**config.mk**
```make
export PLATFORM = sky130hd
export DESIGN_NAME = irq_sequencer
export DESIGN_NICKNAME = d
export VERILOG_FILES = /design/src/rtl/irq_pkg.sv /design/src/rtl/irq_prio16.sv /design/src/rtl/irq_sequencer.sv
export SDC_FILE = /design/constraint.sdc
export NUM_CORES = 1
export LEC_CHECK = 0
export BUFFER_PORTS_ARGS = -buffer_cell sky130_fd_sc_hd__buf_2
export CORE_ASPECT_RATIO = 0.5
export CORE_MARGIN = 2
export CORE_UTILIZATION = 25
export CTS_CLUSTER_SIZE = 20
export DETAILED_ROUTE_END_ITERATION = 12
export GPL_TIMING_DRIVEN = 0
export PLACE_DENSITY = 0.43
export RECOVER_POWER = 25
export SYNTH_ARGS = -nofsm -noshare
export SYNTH_HDL_FRONTEND = slang
export SYNTH_SLANG_ARGS = --single-unit
```
**constraint.sdc**
```tcl
create_clock -name clk -period 2.1 [get_ports clk]
set_input_delay 0.315 -clock clk [delete_from_list [all_inputs] [get_ports clk]]
set_output_delay 0.315 -clock clk [all_outputs]
set_load 0.05 [all_outputs]
```
**src/rtl/irq_pkg.sv**
```systemverilog
// Shared definitions for the interrupt sequencer.
// Contents:
//   NSRC       number of interrupt sources (16, which makes irqnum 4 bits)
//   IRQ_NUM_W  width of an interrupt number
//   CNT_W      width of the hold / timeout / gap counters
//   irq_state_e  sequencer states
//   sat_dec()  saturating decrement shared by all counters
package irq_pkg;

  localparam int NSRC      = 16;
  localparam int IRQ_NUM_W = 4;
  localparam int CNT_W     = 8;

  typedef enum logic [1:0] {
    HOLD = 2'd0,  // waiting for the frontend reset pipeline to drain
    IDLE = 2'd1,  // looking for an eligible source
    LOAD = 2'd2,  // irqload pulse cycle
    WAIT = 2'd3   // waiting for the core to accept the delivery
  } irq_state_e;

  // Counters stop at zero instead of wrapping.
  function automatic logic [CNT_W-1:0] sat_dec(input logic [CNT_W-1:0] v);
    return (v == '0) ? '0 : v - CNT_W'(1);
  endfunction

endpackage

```
**src/rtl/irq_prio16.sv**
```systemverilog
// 16-to-4 priority encoder; bit 0 has the highest priority.
// Ports:
//   req_i  request vector
//   idx_o  index of the lowest set bit of req_i (0 when none is set)
//   any_o  high when at least one request is set
module irq_prio16
  import irq_pkg::*;
(
  input  logic [NSRC-1:0]      req_i,
  output logic [IRQ_NUM_W-1:0] idx_o,
  output logic                 any_o
);

  // Scanning from the top down lets the lowest set index overwrite the rest.
  always_comb begin
    idx_o = '0;
    for (int i = NSRC - 1; i >= 0; i--) begin
      if (req_i[i]) idx_o = IRQ_NUM_W'(i);
    end
  end

  assign any_o = |req_i;

endmodule

```
**src/rtl/irq_sequencer.sv**
```systemverilog
// Interrupt sequencer feeding the frontend tile.
// Latches 16 interrupt sources as pending (edge or level per source), masks
// them, picks the lowest-numbered eligible source and delivers it as a
// one-cycle irqload pulse with irqnum. It waits for irq_ack, redelivers on
// timeout, and delivers nothing until the frontend reset pipeline has drained.
// Ports:
//   clk, rst              clock, synchronous active-high reset
//   irq_src               raw request lines (already synchronous to clk)
//   edge_mode             per source: 1 = rising-edge latched, 0 = level
//   mask_wr, mask_wdata   mask register write (1 enables a source)
//   irq_ack               core accepted the current delivery
//   irq_eoi, eoi_num      end of interrupt for source eoi_num
//   irqload, irqnum       delivery pulse and delivered source number
//   pending, in_service   debug / status vectors
//   busy                  high while in LOAD or WAIT
module irq_sequencer
  import irq_pkg::*;
#(
  parameter int unsigned RST_HOLD    = 6,
  parameter int unsigned ACK_TIMEOUT = 255,
  parameter int unsigned MIN_GAP     = 2
) (
  input  logic                 clk,
  input  logic                 rst,
  input  logic [NSRC-1:0]      irq_src,
  input  logic [NSRC-1:0]      edge_mode,
  input  logic                 mask_wr,
  input  logic [NSRC-1:0]      mask_wdata,
  input  logic                 irq_ack,
  input  logic                 irq_eoi,
  input  logic [IRQ_NUM_W-1:0] eoi_num,
  output logic                 irqload,
  output logic [IRQ_NUM_W-1:0] irqnum,
  output logic [NSRC-1:0]      pending,
  output logic [NSRC-1:0]      in_service,
  output logic                 busy
);

  irq_state_e           state_q;
  logic [CNT_W-1:0]     hold_q, to_q, gap_q;
  logic [IRQ_NUM_W-1:0] irqnum_q;
  logic                 irqload_q, busy_q;
  logic [NSRC-1:0]      pending_q, pending_d;
  logic [NSRC-1:0]      in_service_q, in_service_d;
  logic [NSRC-1:0]      mask_q, prev_src_q;

  logic [NSRC-1:0]      rise, elig;
  logic [IRQ_NUM_W-1:0] sel;
  logic                 sel_vld, dispatch;

  assign rise = irq_src & ~prev_src_q;
  assign elig = pending_q & mask_q & ~in_service_q;

  irq_prio16 u_prio (
    .req_i (elig),
    .idx_o (sel),
    .any_o (sel_vld)
  );

  assign dispatch = (state_q == IDLE) && (gap_q == '0) && sel_vld;

  // NOTE: every variable assigned in an always_comb gets a default first, so
  // no path leaves it unassigned and no latch is inferred.
  always_comb begin
    pending_d = pending_q;
    // The dispatched edge source is consumed; a fresh edge in the same cycle
    // is applied afterwards so it is not lost.
    if (dispatch && edge_mode[sel]) pending_d[sel] = 1'b0;
    pending_d = pending_d | rise;
    // Level sources simply follow the line while not in service.
    pending_d = (pending_d & edge_mode) | (irq_src & ~in_service_q & ~edge_mode);
  end

  always_comb begin
    in_service_d = in_service_q;
    if (irq_eoi) in_service_d[eoi_num] = 1'b0;
    // Applied after the eoi clear so a coincident set on the same bit wins.
    if (state_q == LOAD) in_service_d[irqnum_q] = 1'b1;
  end

  // NOTE: synchronous reset: rst is only looked at on the clock edge and
  // overrides every other input in that cycle.
  always_ff @(posedge clk) begin
    if (rst) begin
      state_q      <= HOLD;
      hold_q       <= CNT_W'(RST_HOLD);
      to_q         <= '0;
      gap_q        <= '0;
      irqnum_q     <= '0;
      irqload_q    <= 1'b0;
      busy_q       <= 1'b0;
      pending_q    <= '0;
      in_service_q <= '0;
      mask_q       <= '0;
      prev_src_q   <= '0;
    end else begin
      // NOTE: non-blocking assignments throughout, so every register here is
      // computed from the values it had before this edge.
      prev_src_q   <= irq_src;
      pending_q    <= pending_d;
      in_service_q <= in_service_d;
      if (mask_wr) mask_q <= mask_wdata;
      irqload_q <= 1'b0;
      gap_q     <= sat_dec(gap_q);

      case (state_q)
        HOLD: begin
          hold_q <= sat_dec(hold_q);
          if (sat_dec(hold_q) == '0) state_q <= IDLE;
        end
        IDLE: begin
          if (dispatch) begin
            state_q   <= LOAD;
            irqnum_q  <= sel;
            irqload_q <= 1'b1;
            busy_q    <= 1'b1;
          end
        end
        LOAD: begin
          state_q <= WAIT;
          to_q    <= CNT_W'(ACK_TIMEOUT);
        end
        WAIT: begin
          if (irq_ack) begin
            state_q <= IDLE;
            gap_q   <= CNT_W'(MIN_GAP);
            busy_q  <= 1'b0;
          end else begin
            to_q <= sat_dec(to_q);
            // Redeliver the same irqnum once the timeout runs out.
            if (sat_dec(to_q) == '0) begin
              state_q   <= LOAD;
              irqload_q <= 1'b1;
            end
          end
        end
        default: state_q <= HOLD;
      endcase
    end
  end

  assign irqload    = irqload_q;
  assign irqnum     = irqnum_q;
  assign pending    = pending_q;
  assign in_service = in_service_q;
  assign busy       = busy_q;

endmodule
```
==> impl_results.html, run 1 <==
<table>
<tr><th>Metric</th><th>Value</th></tr>
<tr><th colspan="2">Floorplanning</th></tr>
<tr><td>DIE HEIGHT</td><td>between 100 and 150 um</td></tr>
<tr><td>X dimension of the die</td><td>a little under 200 um</td></tr>
<tr><td>IO Pins</td><td>95</td></tr>
<tr><td>Core Area</td><td>0.0184 mm2</td></tr>
<tr><td>Row cnt</td><td>35</td></tr>
<tr><td>Die area</td><td>roughly 0.020 mm2</td></tr>
<tr><td>Effective utilization at floorplan</td><td>between 20% and 30%</td></tr>
<tr><th colspan="2">Final layout</th></tr>
<tr><td>Syn-to-layout area delta</td><td>33.7%</td></tr>
<tr><td>Fraction of final layout cells sized beyond drive strength 1</td><td>between 20% and 30%</td></tr>
<tr><td>Antenna cells</td><td>0</td></tr>
<tr><td>Final-stage net count</td><td>~770</td></tr>
<tr><td>Total non-filler cell area in the finished layout</td><td>roughly 0.0063 mm2</td></tr>
<tr><td>Area of the multi-input gates</td><td>around 0.0028 mm2</td></tr>
<tr><td>Register area</td><td>roughly 0.002 mm2</td></tr>
<tr><td>Total of fill cells in the finished design</td><td>1969</td></tr>
<tr><th colspan="2">Clock network</th></tr>
<tr><td>Clock sink count</td><td>96</td></tr>
<tr><td>Number of buffers created by CTS</td><td>9</td></tr>
<tr><td>Register clock-pin slew on the reported worst setup and hold paths</td><td>around 70 ps</td></tr>
<tr><td>CTS tree</td><td>done</td></tr>
<tr><td>CTS HTree Levels</td><td>3</td></tr>
<tr><td>Source-to-sink clock delay at the later pin of the worst-skew pair</td><td>340 ps</td></tr>
<tr><td>CTS Root Buffer Type</td><td>clkbuf_16</td></tr>
<tr><td>Max Root-Sink Buffers</td><td>2</td></tr>
<tr><th colspan="2">Synth</th></tr>
<tr><td>Async set or reset register ratio after synthesis</td><td>0%</td></tr>
<tr><td>Number of different library cells in the post-synthesis netlist</td><td>58</td></tr>
<tr><td>Most instantiated flip-flop cell in the synthesis netlist</td><td>dfxtp_1</td></tr>
<tr><td>Number of warnings issued by yosys</td><td>0</td></tr>
<tr><td>Synth top area share</td><td>approximately 41%</td></tr>
<tr><td>Number of enable-type register cells in the synthesized netlist</td><td>0</td></tr>
<tr><td>Cell types with the highest counts after synthesis</td><td>dfxtp_1 (96), a21oi_1 (66), nor2_1 (64)</td></tr>
<tr><td>Cells after synthesis</td><td>between 500 and 600</td></tr>
<tr><td>Syn avg cell area</td><td>between 8 and 9 um2</td></tr>
<tr><td>Fraction of the yosys area taken by sequential cells</td><td>around 41%</td></tr>
<tr><td>Post-synthesis register bit count</td><td>96</td></tr>
<tr><td>Leading post-synthesis cells by cell area</td><td>dfxtp_1 (41%), a21oi_1 (7.0%), nor2_1 (5.1%)</td></tr>
<tr><td>Netlist area before placement</td><td>roughly 0.0047 mm2</td></tr>
<tr><td>Library cell occupying the most area in the post-synthesis netlist</td><td>dfxtp_1</td></tr>
<tr><td>Syn Nets</td><td>640</td></tr>
<tr><td>Most frequent cell after synthesis</td><td>dfxtp_1</td></tr>
<tr><th colspan="2">Setup path</th></tr>
<tr><td>Launch instance of the worst register-to-register path</td><td>gap_q[5]$_SDFF_PP0_</td></tr>
<tr><td>Crit path cell chain</td><td>or4_4 -&gt; nor4b_4 -&gt; and3b_2 -&gt; a21boi_4 -&gt; buf_6 -&gt; buf_8 -&gt; buf_4 -&gt; a41oi_2</td></tr>
<tr><td>Start point of the critical path</td><td>gap_q[5]$_SDFF_PP0_</td></tr>
<tr><td>Slowest library cell on the worst path</td><td>or4_4</td></tr>
<tr><td>Critical path type</td><td>reg -&gt; reg</td></tr>
<tr><td>Endpoint kind of the worst setup timing path</td><td>flip-flop</td></tr>
<tr><td>Critical Path Source Type</td><td>flip-flop</td></tr>
<tr><td>CP Data Arrival Time</td><td>around 2400 ps</td></tr>
<tr><td>Highest cell delay on the worst timing path</td><td>550 ps</td></tr>
<tr><td>Critical path data required time</td><td>~2300 ps</td></tr>
<tr><td>Maximum fanout along the worst path</td><td>5</td></tr>
<tr><th colspan="2">Worst hold path</th></tr>
<tr><td>Hold/Removal Path Class</td><td>in -&gt; reg</td></tr>
<tr><td>Hold path startpoint</td><td>mask_wdata[0]</td></tr>
<tr><th colspan="2">Outcome</th></tr>
<tr><td>Result of the run</td><td>finished with violations</td></tr>
<tr><td>Failing checks</td><td>negative setup slack</td></tr>
<tr><th colspan="2">Pwr</th></tr>
<tr><td>Int Power</td><td>~3.7 mW</td></tr>
<tr><td>Switching part of the total</td><td>about a third</td></tr>
<tr><td>Maximum VDD drop</td><td>approximately 0.39 mV</td></tr>
<tr><td>Final Total Pwr</td><td>between 5 and 6 mW</td></tr>
<tr><td>Total power per unit cell area</td><td>between 800 and 900 mW/mm2</td></tr>
<tr><td>Static power due to leakage</td><td>roughly 2.5 nW</td></tr>
<tr><td>Flop pwr share</td><td>between 30% and 40%</td></tr>
<tr><td>Logic gate share of total power</td><td>between 20% and 30%</td></tr>
<tr><td>Switching pwr</td><td>around 1.7 mW</td></tr>
<tr><td>Clock share of power</td><td>32.7%</td></tr>
<tr><th colspan="2">Drt</th></tr>
<tr><td>First DRT Iteration DRCs</td><td>240</td></tr>
<tr><td>Average via count per standard cell</td><td>approximately 4.7</td></tr>
<tr><td>First-pass DRT Iterations</td><td>5</td></tr>
<tr><td>Drt drc</td><td>0</td></tr>
<tr><td>Total vias in the final route</td><td>4579</td></tr>
<tr><td>Total detailed-routing wirelength</td><td>between 15000 and 20000 um</td></tr>
<tr><td>Count of antenna-violating nets left after detailed routing</td><td>0</td></tr>
<tr><td>Routed wirelength normalized by instance count</td><td>16.5 um</td></tr>
<tr><th colspan="2">Job</th></tr>
<tr><td>Number of max-capacitance violations reported</td><td>0</td></tr>
<tr><th colspan="2">Timing</th></tr>
<tr><td>Final count of negative-setup-slack endpoints</td><td>14</td></tr>
<tr><td>Sum of negative setup slack</td><td>-285 ps</td></tr>
<tr><td>FMAX</td><td>464 MHz</td></tr>
<tr><td>Worst hold slack</td><td>206 ps</td></tr>
<tr><td>Normalized max-slew margin</td><td>43.0%</td></tr>
<tr><td>Number of hold violations in the final report</td><td>0</td></tr>
<tr><td>Period minus WS final</td><td>approximately 2200 ps</td></tr>
<tr><td>Max-slew violation count</td><td>0</td></tr>
<tr><td>Unrepaired setup endpoints after global routing</td><td>yes</td></tr>
<tr><td>Final period util</td><td>103%</td></tr>
<tr><td>Final WS setup</td><td>-55.9 ps</td></tr>
<tr><td>Largest clock skew in the final design</td><td>around 6.7 ps</td></tr>
<tr><td>Transition time at the pin with the least slew margin</td><td>between 800 and 900 ps</td></tr>
<tr><th colspan="2">GRT</th></tr>
<tr><td>Initial antenna violation count</td><td>1</td></tr>
<tr><td>Overall fraction of global-route tracks in use</td><td>16.1%</td></tr>
<tr><td>Wire length of the first global-routing pass</td><td>roughly 24000 um</td></tr>
<tr><td>Vias in the first global route</td><td>about 4300</td></tr>
<tr><td>Pin count of the biggest net entering global routing</td><td>15</td></tr>
<tr><td>Remaining Overflow, GRT</td><td>0</td></tr>
<tr><th colspan="2">Place</th></tr>
<tr><td>Worst slack at placement</td><td>-689 ps</td></tr>
<tr><td>Final RePlAce weighted congestion</td><td>roughly 0.82</td></tr>
<tr><td>Dpl hpwl</td><td>12000 um</td></tr>
<tr><td>Port Buffer Count</td><td>92</td></tr>
<tr><td>Dpl cell area</td><td>~0.0055 mm2</td></tr>
</table>
==> worst paths after layout <==
| kind | to | slack [ps] | cells past startpoint |
|---|---|---|---|
| min | mask_q[0]$_SDFFE_PP0P_ | 210 | 3 |
| min reg2reg | hold_q[5]$_SDFFE_PP0N_ | 470 | 2 |
| max reg2reg | pending[15]$_SDFF_PP0_ | -60 | 8 |
| max | pending[15]$_SDFF_PP0_ | -60 | 8 |
==> cell families after synthesis <==
family                   share of synthesized area, %
flip-flops                                       40.7
adder cells (fa/ha/maj)                          1.06
AND/OR/NAND/NOR                                  24.5
buffers and inverters                            6.04
XOR/XNOR                                         1.11
multiplexers                                     4.03
AO/OA/AOI/OAI                                    22.6
==> power by group through the flow <==
stage               Combinational (mW)  Sequential [mW]  Clock (mW)
CTS                               1.48             2.15        1.84
finish                            1.54             2.16        1.79
detailed placement                1.31             2.19           0
global route                      1.71             2.19        1.90
global placement                  1.30             2.20           0
floorplan                        0.865             2.26           0
==> registers in the layout, summed over array words and instances, names as in the netlist <==
name	flops
gap_q	8
prev_src_q	16
busy	1
irqload	1
irqnum	4
in_service	16
hold_q	8
pending	16
to_q	8
mask_q	16
state_q	2
==> layout make-up <==
cell class | count | area share [%]
repair buffers | 118 | 10.4
clock inverters | 3 | 1.03
inverters | 50 | 2.97
multi-input cells | 411 | 44.0
flip-flops and latches | 96 | 30.8
clock buffers | 13 | 3.96
plain buffers | 20 | 1.62
well taps | 259 | 5.13
==> metal layers <==
layer  vias to the layer above  global-route usage, %  share of wire (%)
li1                       2317                      -                  -
met4                         2                   3.82               0.87
met2                        60                   26.0                 46
met1                      2192                   22.2                 49
met3                         8                   3.33                4.0
met5                         -                      0              0.075
==> worst max-delay path: cells and delay by family, from the launching register on <==
kind	cells	cell delay, ps
AO/OA/AOI/OAI	2	270
AND/OR/NAND/NOR	3	1060
flip-flops	1	320
buffers and inverters	3	360
==> cells in the final DEF (no fill, tap or decap), types with 7 or more instances in the layout <==
cell / instances
a21oi_1: 64
buf_2: 70
clkbuf_1: 39
nor2_1: 64
mux2i_1: 19
a31oi_1: 7
inv_1: 50
dfxtp_2: 10
nand3b_1: 15
a211o_1: 12
buf_4: 21
nand2_1: 30
nand2b_1: 12
nor2b_1: 20
dfxtp_1: 83
o21ai_0: 34
nor3_1: 14
clkbuf_16: 9
==> timing repair <==
action	CTS	global route
endpoints found under the setup margin	23	32
gates cloned	2	0
buffers inserted	15	10
pin swaps	10	12
hold buffers	0	0
resized for setup	27	29
==> stage by stage <==
stage / cells / util (%)
finish: 970 / 34.3
global route: 970 / 34.3
CTS: 962 / 33.3
detailed placement: 930 / 30.0
global placement: 930 / 30.0
floorplan: 579 / -
Power figures use the tool's default switching activity.
==> run 2, diff against run 1 <==
--- a/config.mk
+++ b/config.mk
@@ -6,13 +6,15 @@
 export NUM_CORES = 1
 export LEC_CHECK = 0
 export BUFFER_PORTS_ARGS = -buffer_cell sky130_fd_sc_hd__buf_2
+export CELL_PAD_IN_SITES_DETAIL_PLACEMENT = 1
+export CELL_PAD_IN_SITES_GLOBAL_PLACEMENT = 1
 export CORE_ASPECT_RATIO = 0.5
 export CORE_MARGIN = 2
-export CORE_UTILIZATION = 25
+export CORE_UTILIZATION = 37
 export CTS_CLUSTER_SIZE = 20
 export DETAILED_ROUTE_END_ITERATION = 12
 export GPL_TIMING_DRIVEN = 0
-export PLACE_DENSITY = 0.43
+export PLACE_DENSITY = 0.76
 export RECOVER_POWER = 25
 export SYNTH_ARGS = -nofsm -noshare
 export SYNTH_HDL_FRONTEND = slang
==> impl_results.html, run 2 (same netlist as run 1, synthesis figures left out) <==
<table>
<tr><th>Metric</th><th>Value</th></tr>
<tr><th colspan="2">Pwr</th></tr>
<tr><td>Logic gate share of total power</td><td>27.9% (about the same)</td></tr>
<tr><td>Switching pwr</td><td>1.81 mW (+3.9%)</td></tr>
<tr><td>Total power per unit cell area</td><td>917 mW/mm2 (+5.5%)</td></tr>
<tr><td>Maximum VDD drop</td><td>0.362 mV (-6.1%)</td></tr>
<tr><td>Clock share of power</td><td>34.0% (+1.3 points)</td></tr>
<tr><td>Static power due to leakage</td><td>2.49 nW (-1.1%)</td></tr>
<tr><td>Int Power</td><td>3.86 mW (+3.2%)</td></tr>
<tr><td>Flop pwr share</td><td>38.1% (-1.2 points)</td></tr>
<tr><td>Switching part of the total</td><td>32.0% (+0.16 points)</td></tr>
<tr><th colspan="2">Setup path</th></tr>
<tr><td>Maximum fanout along the worst path</td><td>4 (-1)</td></tr>
<tr><td>Critical path data required time</td><td>2370 ps (+60 ps)</td></tr>
<tr><td>Critical Path Source Type</td><td>flip-flop</td></tr>
<tr><td>Endpoint kind of the worst setup timing path</td><td>flip-flop</td></tr>
<tr><td>CP Data Arrival Time</td><td>2470 ps (+100 ps)</td></tr>
<tr><td>Critical path type</td><td>reg -&gt; reg</td></tr>
<tr><th colspan="2">Drt</th></tr>
<tr><td>First-pass DRT Iterations</td><td>5 (unchanged)</td></tr>
<tr><td>Average via count per standard cell</td><td>5.58 (+18%)</td></tr>
<tr><td>First DRT Iteration DRCs</td><td>237 (-1.3%)</td></tr>
<tr><td>Drt drc</td><td>0 (unchanged)</td></tr>
<tr><td>Total detailed-routing wirelength</td><td>16800 um (+4.6%)</td></tr>
<tr><td>Total vias in the final route</td><td>4907 (+7.2%)</td></tr>
<tr><td>Count of antenna-violating nets left after detailed routing</td><td>0 (unchanged)</td></tr>
<tr><td>Routed wirelength normalized by instance count</td><td>19.1 um (+15%)</td></tr>
<tr><th colspan="2">Timing</th></tr>
<tr><td>Final period util</td><td>105% (+2.1 points)</td></tr>
<tr><td>Final count of negative-setup-slack endpoints</td><td>16 (+2)</td></tr>
<tr><td>Max-slew violation count</td><td>0 (unchanged)</td></tr>
<tr><td>Period minus WS final</td><td>2200 ps (+44.4 ps)</td></tr>
<tr><td>Number of hold violations in the final report</td><td>0 (unchanged)</td></tr>
<tr><td>Unrepaired setup endpoints after global routing</td><td>yes</td></tr>
<tr><td>Largest clock skew in the final design</td><td>7.47 ps (+0.792 ps)</td></tr>
<tr><td>Final WS setup</td><td>-100 ps (-44.4 ps)</td></tr>
<tr><td>Transition time at the pin with the least slew margin</td><td>913 ps (+58.0 ps)</td></tr>
<tr><td>Normalized max-slew margin</td><td>39.1% (-3.9 points)</td></tr>
<tr><td>FMAX</td><td>454 MHz (-2.0%)</td></tr>
<tr><th colspan="2">Outcome</th></tr>
<tr><td>Failing checks</td><td>negative setup slack</td></tr>
<tr><td>Result of the run</td><td>finished with violations</td></tr>
<tr><th colspan="2">GRT</th></tr>
<tr><td>Pin count of the biggest net entering global routing</td><td>15 (unchanged)</td></tr>
<tr><td>Vias in the first global route</td><td>4944 (+15%)</td></tr>
<tr><td>Remaining Overflow, GRT</td><td>0 (unchanged)</td></tr>
<tr><td>Wire length of the first global-routing pass</td><td>25200 um (+3.1%)</td></tr>
<tr><td>Overall fraction of global-route tracks in use</td><td>23.7% (+7.6 points)</td></tr>
<tr><td>Initial antenna violation count</td><td>0 (-1)</td></tr>
<tr><th colspan="2">Floorplanning</th></tr>
<tr><td>Core Area</td><td>0.0126 mm2 (-32%)</td></tr>
<tr><td>X dimension of the die</td><td>164 um (-17%)</td></tr>
<tr><td>IO Pins</td><td>95 (unchanged)</td></tr>
<tr><td>Row cnt</td><td>29 (-17%)</td></tr>
<tr><td>DIE HEIGHT</td><td>83.9 um (-17%)</td></tr>
<tr><td>Die area</td><td>0.0137 mm2 (-32%)</td></tr>
<tr><td>Effective utilization at floorplan</td><td>37.6% (+12 points)</td></tr>
<tr><th colspan="2">Final layout</th></tr>
<tr><td>Non-filler instance count after layout</td><td>879 (-9.4%)</td></tr>
<tr><td>Total of fill cells in the finished design</td><td>1549 (-21%)</td></tr>
<tr><td>Leading cell type in the layout, fill and taps excluded</td><td>dfxtp_1</td></tr>
<tr><td>Antenna cells</td><td>0 (unchanged)</td></tr>
<tr><td>Most used cells in the layout excluding fill and tap cells</td><td>dfxtp_1 (82), buf_2 (69), a21oi_1 (65)</td></tr>
<tr><td>Syn-to-layout area delta</td><td>31.0%</td></tr>
<tr><td>Final-stage net count</td><td>766 (-0.13%)</td></tr>
<tr><td>Fraction of final layout cells sized beyond drive strength 1</td><td>23.1% (-0.64 points)</td></tr>
<tr><th colspan="2">Clock network</th></tr>
<tr><td>Source-to-sink clock delay at the later pin of the worst-skew pair</td><td>350 ps (about the same)</td></tr>
<tr><td>CTS tree</td><td>done</td></tr>
<tr><td>CTS Root Buffer Type</td><td>clkbuf_16</td></tr>
<tr><td>Number of buffers created by CTS</td><td>9 (unchanged)</td></tr>
<tr><td>Clock sink count</td><td>96 (unchanged)</td></tr>
<tr><td>Register clock-pin slew on the reported worst setup and hold paths</td><td>70 ps (about the same)</td></tr>
<tr><td>Max Root-Sink Buffers</td><td>2 (unchanged)</td></tr>
<tr><td>CTS HTree Levels</td><td>3 (unchanged)</td></tr>
<tr><th colspan="2">Place</th></tr>
<tr><td>Port Buffer Count</td><td>92 (unchanged)</td></tr>
<tr><td>Final RePlAce weighted congestion</td><td>0.835 (+1.3%)</td></tr>
<tr><td>Worst slack at placement</td><td>-670 ps (+19.2 ps)</td></tr>
<tr><td>Dpl hpwl</td><td>11700 um (-2.4%)</td></tr>
<tr><td>Post-placement cell count</td><td>841 (-9.6%)</td></tr>
<tr><th colspan="2">Worst hold path</th></tr>
<tr><td>Hold/Removal Path Class</td><td>in -&gt; reg</td></tr>
<tr><th colspan="2">Job</th></tr>
<tr><td>Number of max-capacitance violations reported</td><td>0 (unchanged)</td></tr>
</table>
run 2: cell types whose count changed in the layout (fill, tap and decap cells not counted), moves of 2 or more:
cell / before / now
a31oi_2: 2 / 0
a31oi_4: 3 / 5
a41oi_1: 1 / 3
a41oi_2: 6 / 4
buf_12: 2 / 0
buf_4: 21 / 23
buf_6: 3 / 0
nand3_2: 2 / 0
run 2: timing repair:
action,in CTS,in global routing
cloned,2,0
setup endpoints to repair,23,25
buffers inserted,10,12
pin swaps,7,11
hold buffers,0,0
resized for setup,26,25
run 2: per-stage QoR:
step	power [mW]	hold WS (ps)	util [%]	setup TNS [ps]	cell area [um2]
2_1_floorplan	3.13	437	-	0	4740
3_3_place_gp	3.46	464	43.1	-6300	5410
3_5_place_dp	3.51	469	43.1	-8080	5410
4_1_cts	5.55	200	47.8	-1370	6000
5_1_grt	5.94	210	49.3	-2020	6190
6_report	5.68	201	49.3	-777	6190
run 2: final timing paths:
path / from / end / slack [ps] / cells past startpoint
worst max-delay path: in_service[9]$_SDFF_PP0_ / pending[15]$_SDFF_PP0_ / -100 / 7
worst min register to register: hold_q[5]$_SDFFE_PP0N_ / hold_q[5]$_SDFFE_PP0N_ / 480 / 2
worst min-delay path: mask_wdata[10] / mask_q[10]$_SDFFE_PP0P_ / 200 / 3
worst max register to register: in_service[9]$_SDFF_PP0_ / pending[15]$_SDFF_PP0_ / -100 / 7
run 2: final cells by class:
type	count	area [um2]	area share [%]
plain buffers	21	101	1.64
clock buffers	12	246	3.98
inverters	50	188	3.03
flip-flops and latches	96	1950	31.5
multi-input cells	411	2770	44.8
well taps	170	213	3.44
repair buffers	116	632	10.2
clock inverters	3	90.1	1.46
run 2: power by group through the flow:
stage / Combinational [mW] / Sequential (mW) / Clock (mW)
4_1_cts: 1.47 / 2.16 / 1.92
3_3_place_gp: 1.27 / 2.19 / 0
2_1_floorplan: 0.865 / 2.26 / 0
3_5_place_dp: 1.31 / 2.20 / 0
5_1_grt: 1.74 / 2.18 / 2.02
6_report: 1.59 / 2.16 / 1.93
run 2: critical path, stage by stage (launching register included):
cell,delay (ps)
dfxtp_1,460
nand3b_1,230
nor2b_1,300
o211ai_1,260
a211oi_4,380
a221oi_2,110
buf_4,170
a41oi_1,200
run 2: routing by layer:
| layer | vias up | global-route usage, % | routed length, um |
|---|---|---|---|
| li1 | 2313 | - | - |
| met5 | - | 0 | 0 |
| met4 | 0 | 8.37 | 393 |
| met2 | 127 | 39.5 | 7890 |
| met3 | 35 | 5.32 | 1030 |
| met1 | 2432 | 30.3 | 7480 |
==> run 3, diff against run 2 <==
--- a/config.mk
+++ b/config.mk
@@ -5,7 +5,7 @@
 export SDC_FILE = /design/constraint.sdc
 export NUM_CORES = 1
 export LEC_CHECK = 0
-export BUFFER_PORTS_ARGS = -buffer_cell sky130_fd_sc_hd__buf_2
+export BUFFER_PORTS_ARGS = -buffer_cell sky130_fd_sc_hd__buf_4
 export CELL_PAD_IN_SITES_DETAIL_PLACEMENT = 1
 export CELL_PAD_IN_SITES_GLOBAL_PLACEMENT = 1
 export CORE_ASPECT_RATIO = 0.5
@@ -16,6 +16,7 @@
 export GPL_TIMING_DRIVEN = 0
 export PLACE_DENSITY = 0.76
 export RECOVER_POWER = 25
+export SETUP_SLACK_MARGIN = 0.05
 export SYNTH_ARGS = -nofsm -noshare
 export SYNTH_HDL_FRONTEND = slang
 export SYNTH_SLANG_ARGS = --single-unit
==> impl_results.html, run 3 (same netlist as run 1, synthesis figures left out) <==
<table>
<tr><th>Metric</th><th>Value</th></tr>
<tr><th colspan="2">Timing</th></tr>
<tr><td>Transition time at the pin with the least slew margin</td><td>874 ps (-39.1 ps)</td></tr>
<tr><td>Normalized max-slew margin</td><td>41.7% (+2.6 points)</td></tr>
<tr><td>Largest clock skew in the final design</td><td>9.48 ps (+2.01 ps)</td></tr>
<tr><td>Final count of negative-setup-slack endpoints</td><td>12 (-4)</td></tr>
<tr><td>Number of hold violations in the final report</td><td>0 (unchanged)</td></tr>
<tr><td>FMAX</td><td>462 MHz (+1.6%)</td></tr>
<tr><td>Period minus WS final</td><td>2170 ps (-33.9 ps)</td></tr>
<tr><td>Final period util</td><td>103% (-1.6 points)</td></tr>
<tr><td>Unrepaired setup endpoints after global routing</td><td>yes</td></tr>
<tr><td>Max-slew violation count</td><td>0 (unchanged)</td></tr>
<tr><td>Final WS setup</td><td>-66.4 ps (+33.9 ps)</td></tr>
<tr><th colspan="2">Place</th></tr>
<tr><td>Port Buffer Count</td><td>92 (unchanged)</td></tr>
<tr><td>Post-placement cell count</td><td>841 (unchanged)</td></tr>
<tr><td>Worst slack at placement</td><td>-672 ps (-2.63 ps)</td></tr>
<tr><td>Dpl hpwl</td><td>11800 um (+0.86%)</td></tr>
<tr><td>Final RePlAce weighted congestion</td><td>0.882 (+5.7%)</td></tr>
<tr><th colspan="2">Outcome</th></tr>
<tr><td>Result of the run</td><td>finished with violations</td></tr>
<tr><td>Failing checks</td><td>negative setup slack</td></tr>
<tr><th colspan="2">Floorplanning</th></tr>
<tr><td>Core Area</td><td>0.0126 mm2 (unchanged)</td></tr>
<tr><td>Row cnt</td><td>29 (unchanged)</td></tr>
<tr><td>IO Pins</td><td>95 (unchanged)</td></tr>
<tr><td>Die area</td><td>0.0137 mm2 (unchanged)</td></tr>
<tr><td>DIE HEIGHT</td><td>83.9 um (unchanged)</td></tr>
<tr><td>X dimension of the die</td><td>164 um (unchanged)</td></tr>
<tr><td>Effective utilization at floorplan</td><td>37.6% (unchanged)</td></tr>
<tr><th colspan="2">Clock network</th></tr>
<tr><td>CTS tree</td><td>done</td></tr>
<tr><td>CTS HTree Levels</td><td>3 (unchanged)</td></tr>
<tr><td>Clock sink count</td><td>96 (unchanged)</td></tr>
<tr><td>Register clock-pin slew on the reported worst setup and hold paths</td><td>70 ps (about the same)</td></tr>
<tr><td>Source-to-sink clock delay at the later pin of the worst-skew pair</td><td>340 ps (about the same)</td></tr>
<tr><td>Max Root-Sink Buffers</td><td>2 (unchanged)</td></tr>
<tr><td>Number of buffers created by CTS</td><td>9 (unchanged)</td></tr>
<tr><td>CTS Hold Bufs</td><td>0 (unchanged)</td></tr>
<tr><td>CTS Root Buffer Type</td><td>clkbuf_16</td></tr>
<tr><th colspan="2">Setup path</th></tr>
<tr><td>Endpoint kind of the worst setup timing path</td><td>flip-flop</td></tr>
<tr><td>CP Data Arrival Time</td><td>2360 ps (-110 ps)</td></tr>
<tr><td>Launch instance of the worst register-to-register path</td><td>gap_q[5]$_SDFF_PP0_</td></tr>
<tr><td>Critical path data required time</td><td>2290 ps (-80 ps)</td></tr>
<tr><td>Maximum fanout along the worst path</td><td>10 (+6)</td></tr>
<tr><td>Critical path type</td><td>reg -&gt; reg</td></tr>
<tr><td>Critical Path Source Type</td><td>flip-flop</td></tr>
<tr><td>Start point of the critical path</td><td>gap_q[5]$_SDFF_PP0_</td></tr>
<tr><td>Depth of the worst register-to-register path</td><td>7 (unchanged)</td></tr>
<tr><th colspan="2">Drt</th></tr>
<tr><td>Routed wirelength normalized by instance count</td><td>18.7 um (-2.2%)</td></tr>
<tr><td>Count of antenna-violating nets left after detailed routing</td><td>0 (unchanged)</td></tr>
<tr><td>First-pass DRT Iterations</td><td>4 (-1)</td></tr>
<tr><td>Total vias in the final route</td><td>4777 (-2.6%)</td></tr>
<tr><td>Average via count per standard cell</td><td>5.43 (-2.6%)</td></tr>
<tr><td>Drt drc</td><td>0 (unchanged)</td></tr>
<tr><td>First DRT Iteration DRCs</td><td>194 (-18%)</td></tr>
<tr><td>Total detailed-routing wirelength</td><td>16400 um (-2.2%)</td></tr>
<tr><th colspan="2">Final layout</th></tr>
<tr><td>Syn-to-layout area delta</td><td>32.5%</td></tr>
<tr><td>Final-stage net count</td><td>765 (-0.13%)</td></tr>
<tr><td>Most used cells in the layout excluding fill and tap cells</td><td>buf_4 (88), dfxtp_1 (75), a21oi_1 (65)</td></tr>
<tr><td>Total of fill cells in the finished design</td><td>1546 (-0.19%)</td></tr>
<tr><td>Leading cell type in the layout, fill and taps excluded</td><td>buf_4</td></tr>
<tr><td>Fraction of final layout cells sized beyond drive strength 1</td><td>23.0% (-0.14 points)</td></tr>
<tr><td>Non-filler instance count after layout</td><td>879 (unchanged)</td></tr>
<tr><td>Antenna cells</td><td>0 (unchanged)</td></tr>
<tr><th colspan="2">Worst hold path</th></tr>
<tr><td>Hold/Removal Path Class</td><td>in -&gt; reg</td></tr>
<tr><td>Number of cells on the worst hold path</td><td>3 (unchanged)</td></tr>
<tr><td>Hold path startpoint</td><td>mask_wdata[11]</td></tr>
<tr><th colspan="2">GRT</th></tr>
<tr><td>Remaining Overflow, GRT</td><td>0 (unchanged)</td></tr>
<tr><td>Vias in the first global route</td><td>4803 (-2.9%)</td></tr>
<tr><td>Pin count of the biggest net entering global routing</td><td>17 (+2)</td></tr>
<tr><td>Overall fraction of global-route tracks in use</td><td>23.8% (+0.045 points)</td></tr>
<tr><td>Initial antenna violation count</td><td>0 (unchanged)</td></tr>
<tr><td>Wire length of the first global-routing pass</td><td>25400 um (+1.1%)</td></tr>
<tr><th colspan="2">Job</th></tr>
<tr><td>Number of max-capacitance violations reported</td><td>0 (unchanged)</td></tr>
<tr><th colspan="2">Pwr</th></tr>
<tr><td>Int Power</td><td>3.92 mW (+1.6%)</td></tr>
<tr><td>Static power due to leakage</td><td>2.53 nW (+1.8%)</td></tr>
<tr><td>Switching pwr</td><td>1.77 mW (-2.4%)</td></tr>
<tr><td>Clock share of power</td><td>34.6% (+0.6 points)</td></tr>
<tr><td>Flop pwr share</td><td>37.9% (-0.2 points)</td></tr>
<tr><td>Logic gate share of total power</td><td>27.5% (-0.4 points)</td></tr>
<tr><td>Total power per unit cell area</td><td>910 mW/mm2 (-0.76%)</td></tr>
<tr><td>Maximum VDD drop</td><td>0.540 mV (+49%)</td></tr>
<tr><td>Switching part of the total</td><td>31.1% (-0.87 points)</td></tr>
</table>
run 3: worst paths after layout:
| check | to | slack [ps] |
|---|---|---|
| max | pending[10]$_SDFF_PP0_ | -70 |
| min | mask_q[11]$_SDFFE_PP0P_ | 210 |
| max reg2reg | pending[10]$_SDFF_PP0_ | -70 |
| min reg2reg | hold_q[5]$_SDFFE_PP0N_ | 480 |
run 3: power by group through the flow:
stage	registers (mW)	clock network, mW	logic, mW
3_3_place_gp	2.19	0	1.33
5_1_grt	2.19	2.08	1.73
3_5_place_dp	2.20	0	1.37
2_1_floorplan	2.26	0	0.865
6_report	2.16	1.97	1.57
4_1_cts	2.16	2.01	1.51
run 3: cell type report:
| type | count | area [um2] | share of cell area, % |
|---|---|---|---|
| Multi-Input combinational cell | 411 | 2660 | 42.5 |
| Sequential cell | 96 | 1960 | 31.3 |
| Timing Repair Buffer | 116 | 781 | 12.5 |
| Clock buffer | 10 | 250 | 4.00 |
| Tap cell | 170 | 213 | 3.40 |
| Inverter | 50 | 188 | 3.00 |
| Clock inverter | 6 | 111 | 1.78 |
| Buffer | 20 | 97.6 | 1.56 |
run 3: per-layer routing:
| metal | track usage, % | share of wire, % |
|---|---|---|
| met1 | 30.6 | 45 |
| met2 | 39.8 | 48 |
| met3 | 5.81 | 5.8 |
| met4 | 6.46 | 1.6 |
| met5 | 0 | 0 |
run 3: worst max-delay path: stages, from the launching register on:
cell,delay [ps]
dfxtp_2,320
or4_4,560
nor4b_4,260
and3b_2,250
a21boi_4,200
buf_8,160
buf_8,150
a41oi_1,120
run 3: timing repair:
item	CTS	global route
buffers inserted	12	12
gates cloned	0	0
resized for setup	21	12
setup endpoints to repair	23	28
pin swaps	5	9
run 3: through the flow:
step                      hold slack, ps  power, mW  instance area, um2  utilization, %  setup TNS, ps
after floorplan                      437       3.13                4760               -              0
after global placement               462       3.52                5660            45.1          -7790
after detailed placement             469       3.57                5660            45.1          -8720
after CTS                            195       5.67                6210            49.5           -804
after global routing                 210       6.00                6260            49.8          -2470
final                                205       5.69                6260            49.8           -314
